**src/rtl/csa_seq_pkg.sv**
```systemverilog
// -----------------------------------------------------------------------------
// csa_seq_pkg
// Shared definitions for the carry-save sum sequencer: default operand and
// accumulator widths, the largest operand count a job may request, and the
// sequencer state encoding.
// -----------------------------------------------------------------------------
package csa_seq_pkg;

   localparam int DEF_W     = 32;
   localparam int DEF_ACC_W = DEF_W + 4;   // 4 guard bits hold the sum of 15 operands
   localparam int MAX_COUNT = 15;

   typedef enum logic [1:0] {
      IDLE    = 2'd0,
      ACCUM   = 2'd1,
      RESOLVE = 2'd2,
      DONE    = 2'd3
   } state_e;

endpackage

```
**src/rtl/csa_3to2.sv**
```systemverilog
// -----------------------------------------------------------------------------
// csa_3to2
// Bitwise 3:2 carry-save compressor. Reduces three WIDTH-bit vectors to a sum
// vector and a carry vector such that a + b + c == sum + (carry << 1).
// The carry is returned unshifted; the caller applies the weight shift.
//
// Ports
//   a, b, c : input  [WIDTH-1:0]  operands
//   sum     : output [WIDTH-1:0]  bitwise XOR of the three operands
//   carry   : output [WIDTH-1:0]  bitwise majority, not yet shifted
// -----------------------------------------------------------------------------
module csa_3to2 #(
   parameter int WIDTH = 36
) (
   input  logic [WIDTH-1:0] a,
   input  logic [WIDTH-1:0] b,
   input  logic [WIDTH-1:0] c,
   output logic [WIDTH-1:0] sum,
   output logic [WIDTH-1:0] carry
);

   assign sum   = a ^ b ^ c;
   assign carry = (a & b) | (a & c) | (b & c);

endmodule

```
**src/rtl/csa_sum_sequencer.sv**
```systemverilog
// -----------------------------------------------------------------------------
// csa_sum_sequencer
// Accumulates a job of 1..15 unsigned operands in carry-save form (one 3:2
// compression per accepted operand), resolves the redundant pair with a single
// carry-propagate add, and presents the sum until it is handshaken.
//
// Ports
//   clk       : input              rising-edge clock
//   rst       : input              asynchronous active-high reset
//   start     : input              begin a job (only looked at in IDLE)
//   count     : input  [3:0]       operands in the job, sampled with start
//   in_valid  : input              operand present on in_data
//   in_data   : input  [W-1:0]     unsigned operand
//   in_ready  : output             high while operands are being accepted
//   out_valid : output             result present on out_data
//   out_data  : output [ACC_W-1:0] sum of the job's operands (mod 2^ACC_W)
//   out_ready : input              result consumed when out_valid is high
//   busy      : output             high whenever a job is in progress
//   err       : output             one-cycle pulse for a start with count==0
// -----------------------------------------------------------------------------
module csa_sum_sequencer
   import csa_seq_pkg::*;
#(
   parameter int W     = DEF_W,
   parameter int ACC_W = W + 4
) (
   input  logic             clk,
   input  logic             rst,
   input  logic             start,
   input  logic [3:0]       count,
   input  logic             in_valid,
   input  logic [W-1:0]     in_data,
   output logic             in_ready,
   output logic             out_valid,
   output logic [ACC_W-1:0] out_data,
   input  logic             out_ready,
   output logic             busy,
   output logic             err
);

   state_e             state_q, state_d;
   logic [ACC_W-1:0]   s_q, s_d;
   logic [ACC_W-1:0]   c_q, c_d;
   logic [3:0]         rem_q, rem_d;
   logic [ACC_W-1:0]   out_data_q, out_data_d;
   logic               err_q, err_d;

   logic [ACC_W-1:0]   x_ext_s;
   logic [ACC_W-1:0]   csa_sum_s;
   logic [ACC_W-1:0]   csa_carry_s;

   assign x_ext_s = ACC_W'(in_data);

   csa_3to2 #(
      .WIDTH (ACC_W)
   ) u_csa (
      .a     (s_q),
      .b     (c_q),
      .c     (x_ext_s),
      .sum   (csa_sum_s),
      .carry (csa_carry_s)
   );

   // State register.
   always_ff @(posedge clk or posedge rst) begin
      if (rst) begin
         state_q <= IDLE;
      end else begin
         state_q <= state_d;
      end
   end

   // Datapath registers: carry-save pair, operand countdown, result, error pulse.
   always_ff @(posedge clk or posedge rst) begin
      if (rst) begin
         s_q        <= {ACC_W{1'b0}};
         c_q        <= {ACC_W{1'b0}};
         rem_q      <= 4'd0;
         out_data_q <= {ACC_W{1'b0}};
         err_q      <= 1'b0;
      end else begin
         s_q        <= s_d;
         c_q        <= c_d;
         rem_q      <= rem_d;
         out_data_q <= out_data_d;
         err_q      <= err_d;
      end
   end

   // Next-state and datapath update logic.
   always_comb begin
      state_d    = state_q;
      s_d        = s_q;
      c_d        = c_q;
      rem_d      = rem_q;
      out_data_d = out_data_q;
      err_d      = 1'b0;

      case (state_q)
         IDLE: begin
            if (start) begin
               if (count != 4'd0) begin
                  state_d = ACCUM;
                  rem_d   = count;
                  s_d     = {ACC_W{1'b0}};
                  c_d     = {ACC_W{1'b0}};
               end else begin
                  err_d   = 1'b1;
               end
            end else begin
               state_d = IDLE;
            end
         end

         ACCUM: begin
            if (in_valid) begin
               s_d   = csa_sum_s;
               // Majority bits carry weight 2; bits shifted past ACC_W are dropped (mod 2^ACC_W).
               c_d   = csa_carry_s << 1'b1;
               rem_d = rem_q - 4'd1;
               if (rem_q == 4'd1) begin
                  state_d = RESOLVE;
               end else begin
                  state_d = ACCUM;
               end
            end else begin
               state_d = ACCUM;
            end
         end

         RESOLVE: begin
            out_data_d = s_q + c_q;
            state_d    = DONE;
         end

         DONE: begin
            if (out_ready) begin
               state_d = IDLE;
            end else begin
               state_d = DONE;
            end
         end

         default: begin
            state_d = IDLE;
         end
      endcase
   end

   // Handshake and status outputs decoded from the current state.
   always_comb begin
      in_ready  = 1'b0;
      out_valid = 1'b0;
      busy      = 1'b1;
      case (state_q)
         IDLE:    busy      = 1'b0;
         ACCUM:   in_ready  = 1'b1;
         RESOLVE: in_ready  = 1'b0;
         DONE:    out_valid = 1'b1;
         default: busy      = 1'b0;
      endcase
   end

   assign out_data = out_data_q;
   assign err      = err_q;

endmodule

```
**config.mk**
```make
export PLATFORM = sky130hd
export DESIGN_NAME = csa_sum_sequencer
export DESIGN_NICKNAME = d
export VERILOG_FILES = /design/src/rtl/csa_seq_pkg.sv /design/src/rtl/csa_3to2.sv /design/src/rtl/csa_sum_sequencer.sv
export SDC_FILE = /design/constraint.sdc
export NUM_CORES = 1
export LEC_CHECK = 0
export ABC_AREA = 0
export BUFFER_PORTS_ARGS = -buffer_cell sky130_fd_sc_hd__buf_2
export CAP_MARGIN = 20
export CORE_ASPECT_RATIO = 1.2
export CORE_MARGIN = 3
export CORE_UTILIZATION = 60
export DETAILED_ROUTE_END_ITERATION = 16
export PLACE_DENSITY = 0.8
export SKIP_LAST_GASP = 1
export SLEW_MARGIN = 20
export SYNTH_ARGS = -nofsm -noshare
export SYNTH_HDL_FRONTEND = slang
export SYNTH_HIERARCHICAL = 1
export SYNTH_SLANG_ARGS = --single-unit
```
**constraint.sdc**
```tcl
create_clock -name clk -period 4.7 [get_ports clk]
set_clock_uncertainty 0.2 [all_clocks]
set_input_delay 0.235 -clock clk [delete_from_list [all_inputs] [get_ports clk]]
set_output_delay 0.235 -clock clk [all_outputs]
set_load 0.02 [all_outputs]
```
# Word-level counts from Yosys, hierarchy flattened
# Cells that the tools add are included.
# Widths: inputs -> output; s select.
[totals] memories=0 inputBits=41 ramBits=0 word_cells=49 out_inout_bits=40 romBits=0 latchBits=0 reg_bits=115
[classes] eq_ne=8 muxes=22 n_reduce_logical=4 div_mod_pow=0 mul=0 addsub=2 magnitude_cmp=0 n_bitwise=7 n_shift=0
[ops] cell="$mux 36" n=4
[ops] cell="$pmux 36 s2" n=2
[ops] cell="$and 35x32->35" n=2
[ops] cell="$or 35x35->35" n=2
[ops] cell="$add 36x36->36" n=1
[ops] cell="$xor 36x32->36" n=1
[ops] cell="$xor 36x36->36" n=1
[ops] cell="$and 35x35->35" n=1
[ops] cell="$mux 4" n=3
[ops] cell="$mux 2" n=5
[ops] cell="$pmux 2 s4" n=1
[ops] cell="$pmux 4 s2" n=1
[ops] cell="$mux 1" n=6
[ops] cell="$ne 2x2->1 const B" n=3
[ops] cell="$eq 2x2->1 const B" n=2
[ops] cell="$eq 4x1->1 const B" n=1
[ops] cell="$reduce_and 4->1" n=1
[ops] cell="$reduce_bool 4->1" n=1
[ops] cell="$sub 4x1->4 const B" n=1
[ops] cell="$ne 3x3->1 const B" n=1
[ops] cell="$eq 2x1->1 const B" n=1
[ops] cell="$logic_not 2->1" n=1
[ops] cell="$reduce_bool 2->1" n=1

# Logic depth before layout (Yosys ltp)
[depth] ltp_word=5 mapped_depth=11 ltp_nobuf=11

# Hierarchy
# The synthesis kept the hierarchy.
[modules_own_cells] module="csa_sum_sequencer" n_inst=1 seq_area_each_um2=2852.7 area_per_inst_um2=6530.0 cells_per_inst=754
[modules_own_cells] module="csa_3to2" n_inst=1 seq_area_each_um2=0.0 area_per_inst_um2=720.7 cells_per_inst=36

# Worst setup path before layout
# Ideal clock, no wire load.
[synth_timing] path_kind="flip-flop to flip-flop" startpoint="reg s_q[1]" endpoint="reg out_data_q[33] (netlist: out_data[33])" setup_time_ps=132 path_buffers=0 arrival_ps=2264 setup_slack_ps=2104 required_ps=4368 stages_incl_launch_ff=12 synth_period_minus_slack_ps=2596 cell_sequence="dfrtp_1 -> ha_1 -> inv_1 -> fa_1 -> nor2b_1 -> o211ai_1 -> a311o_1 -> a21oi_2 -> nor3_2 -> o31ai_2 -> xnor2_1 -> o21ai_1"
[synth_between] elab_chain_len=1
[synth_rtl] item="start, declared" line_no="csa_sum_sequencer.sv:42" rtl="logic [ACC_W-1:0] s_q, s_d;"
[synth_rtl] item="start signal, assigned" line_no="csa_sum_sequencer.sv:76" rtl="s_q <= {ACC_W{1'b0}};"
[synth_rtl] item="$add 36x36->36" line_no="csa_sum_sequencer.sv:132" rtl="out_data_d = s_q + c_q;"
[synth_rtl] item="end signal, assigned" line_no="csa_sum_sequencer.sv:79" rtl="out_data_q <= {ACC_W{1'b0}};"
[synth_rtl] item="end signal, assigned" line_no="csa_sum_sequencer.sv:85" rtl="out_data_q <= out_data_d;"
[synth_rtl] item="end, declared" line_no="csa_sum_sequencer.sv:45" rtl="logic [ACC_W-1:0] out_data_q, out_data_d;"
# Every way passes these cells.
# A chain may end at the register's enable or synchronous reset.

# Worst setup path after layout
[layout_timing] startpoint="reg c_q[1]" endpoint="reg out_data_q[35] (netlist: out_data[35])"
[layout_between] elab_chain_len=1
[layout_rtl] item="start, declared" line_no="csa_sum_sequencer.sv:43" rtl="logic [ACC_W-1:0] c_q, c_d;"
[layout_rtl] item="start signal, assigned" line_no="csa_sum_sequencer.sv:77" rtl="c_q <= {ACC_W{1'b0}};"
[layout_rtl] item="$add 36x36->36" line_no="csa_sum_sequencer.sv:132"
# Every way passes these cells.

==> flow_metrics.tcl <==
set metrics [dict create \
    initial_core_util_pct 62.10 \
    synth_cell_types 63 \
    area_growth_pct 16.36 \
    ys_ff_latch 114 \
    cts-root-buf "clkbuf_16" \
    final_cell_area_um2 8437 \
    synth_xor_area_share_pct 3.745 \
    yosys.area.top_type "dfrtp_1" \
    whs_ps 7.774 \
    max-cap-violations 0 \
    num_rows 43 \
    finalCriticalPeriod_ps 2890 \
    routedWlPerCell_um 17.42 \
    cts_sinks 114 \
    hold_start "in_data[26]" \
    post-route-util_pct 72.26 \
    p_leak_nw 4.250 \
    avgSynthCellArea_um2 9.178 \
    io_buffers 80 \
    synth_edf_count 0 \
    grt_pass1_wl_um 30480 \
    cts_made_buffers 17 \
    first_pass_iters 6 \
    synth_top_family_by_area "simple AND/OR/NAND/NOR gates" \
    use_met1_pct 41.60 \
    yosys.area_share.simple_pct 20.81 \
    synth_compound_area_share_pct 15.01 \
    clkTransAtPathRegs_ps 50 \
    grt_pass1_vias 6013 \
    hold_viol 0 \
    syn_area_um2 7251 \
    powerDensity_nw_per_um2 729.2 \
    rsz0062_at_grt "false" \
    grt_start_max_net_pins 77 \
    antenna_found_initial 0 \
    vias 6166 \
    crit_type "reg2reg" \
    power_mw 6.152 \
    setup_viol 0 \
    post_cts_buffers 0 \
    stdcell_count 1033 \
    dp_slack_ps 1867 \
    cpLargestDelayFamily "compound AO/OA/AOI/OAI gates" \
    synthMostInstantiatedCell "nand2_1" \
    cts_tree "done" \
    place_area_um2 7671 \
    drv_slew 0 \
    track_usage_pct 28.57 \
    irDropWorstVdd_mv 0.3982 \
    met3_usage_pct 4.835 \
    antenna_cells 0 \
    overflow 0 \
    synth_async_sr_flop_share_pct 100.0 \
    met2_usage_pct 44.39 \
    hpwl_um 12520 \
    synth_mux_area_share_pct 0.4487 \
    dp.cells 988 \
    gr-max-usage-layer "met2" \
    critPathCaptureType "flop" \
    fin_ws_ps 1810 \
    worst-slew-pin-transition_ps 1021 \
    num_io_pins 81 \
    max_stage_delay_ps 400 \
    vias_per_cell 5.969 \
    synth_top_area_share_pct 39.34 \
    synth-main-ff-cell "dfrtp_1" \
    critical_path_required_ps 4810 \
    cts_buffer_depth 2 \
    die_h_um 126.4 \
    antenna_left 0 \
    drc 0 \
    drt_iter0_markers 424 \
    start_kind "flop" \
    path_cells "ha_1 -> inv_1 -> fa_1 -> nor2b_1 -> o211ai_1 -> a311o_1 -> nand2_2 -> o21ai_2 -> o21ai_0 -> a21oi_1 -> o31ai_1" \
    routed_wl_um 18000 \
    tns_ps 0 \
    status "finished, final reports clean" \
    die_w_um 106.4 \
    nets 977 \
    max_clock_freq_mhz 346.1 \
    relSlewSlack_pct 31.66 \
    critPathMaxFanout 4 \
    crit_start "c_q[1]$_DFFE_PP0P_" \
    syn_inst 790 \
    critPathBufInv 1 \
    hp-class "in2reg" \
    finalCritPeriodShare_pct 61.48 \
    synth_fa_ha_area_share_pct 16.43 \
    ys_seq_area_share_pct 39.34 \
    dieArea_um2 13440 \
    place_congestion 0.9879 \
    clock_latency_ps 420 \
    synthTopCellsByArea "dfrtp_1 39%, nand2_1 10%, fa_1 10%" \
    yosys_warnings 6 \
    worstPathArrival_ps 3000 \
    ctsHtreeMaxLevel 4 \
    critical_path.slowest_cell "fa_1" \
    r2r-start "c_q[1]$_DFFE_PP0P_" \
    drive_gt1_share_pct 17.12 \
    core_area_um2 11670 \
    yosys-top-cells-count "200 x nand2_1, 114 x dfrtp_1, 81 x nand3_1" \
]
worst paths after layout:
path | end | slack (ps) | depth (start not counted)
setup / recovery | out_data[35]$_DFFE_PP0P_ | 1810 | 11
hold reg to reg | out_data[5]$_DFFE_PP0P_ | 270 | 2
max in group asynchronous | c_q[13]$_DFFE_PP0P_ | 2840 | 4
hold / removal | c_q[27]$_DFFE_PP0P_ | 8 | 4
setup reg to reg | out_data[35]$_DFFE_PP0P_ | 1810 | 11
min in group asynchronous | out_data[4]$_DFFE_PP0P_ | 380 | 3
kinds of logic (layout without fill, tap and decap cells):
logic type	after synthesis	count (layout)
simple gates	340	340
compound gates	166	166
flops	114	114
fa+ha+maj	73	73
buf+inv	62	144
xor+xnor	31	31
mux	3	3
other cells	1	5
repair_timing:
action,in CTS,in global routing
endpoints found under the setup margin,0,0
resized for setup,0,0
hold endpoints to repair,88,0
hold buffers,13,0
area by class of cell:
type                       instances  area, um2
inverter                          13      51.30
clock inverter                    13      182.7
clock buffer                      19      452.9
timing repair buffer              99      575.6
tap                              157      196.4
fill                             926       3238
multi-input combinational        618       4125
sequential                       114       2853
worst min-delay path, cell delays in order:
cell and delay (ps):
buf_2 80, fa_1 150, nand3_1 60, nand2_1 60
routing by layer:
metal	part of all wire, %	up-vias
met5	0	-
met2	47	258
met3	7.3	26
met1	44	3019
met4	1.4	0
li1	-	2863
power by group:
| part | switching, mW | leakage (nW) | internal [mW] |
|---|---|---|---|
| sequential | 0.409 | 1.48 | 1.40 |
| clock | 0.468 | 0.301 | 0.913 |
| combinational | 1.88 | 2.47 | 1.08 |
cells in the final DEF, fill, tap and decap left out, types with 4 or more instances in the layout:
master / synthesis / routed
a21o_1: 12 / 12
a21o_2: 4 / 4
a21oi_1: 37 / 37
a31oi_1: 6 / 6
buf_2: 3 / 80
buf_4: 8 / 6
bufinv_16: 0 / 4
clkbuf_16: 0 / 17
clkinvlp_4: 0 / 4
conb_1: 1 / 5
dfrtp_1: 114 / 114
dlygate4sd3_1: 0 / 13
fa_1: 37 / 37
ha_1: 36 / 36
inv_1: 13 / 12
nand2_1: 200 / 199
nand2b_1: 9 / 8
nand3_1: 81 / 81
nand4_1: 9 / 9
nor2_1: 14 / 14
nor2b_1: 5 / 4
nor3_1: 4 / 4
o211ai_1: 6 / 6
o21ai_0: 50 / 50
o21ai_1: 11 / 11
o21bai_1: 6 / 6
o31ai_1: 4 / 4
xnor2_1: 16 / 16
xor2_1: 15 / 15
sequential cells by signal, indices dropped and copies added, names as in the netlist:
name,flops
out_data,36
rem_q,4
s_q,36
err,1
c_q,35
state_q,2
Note: power is estimated with default switching activity, not from simulation.
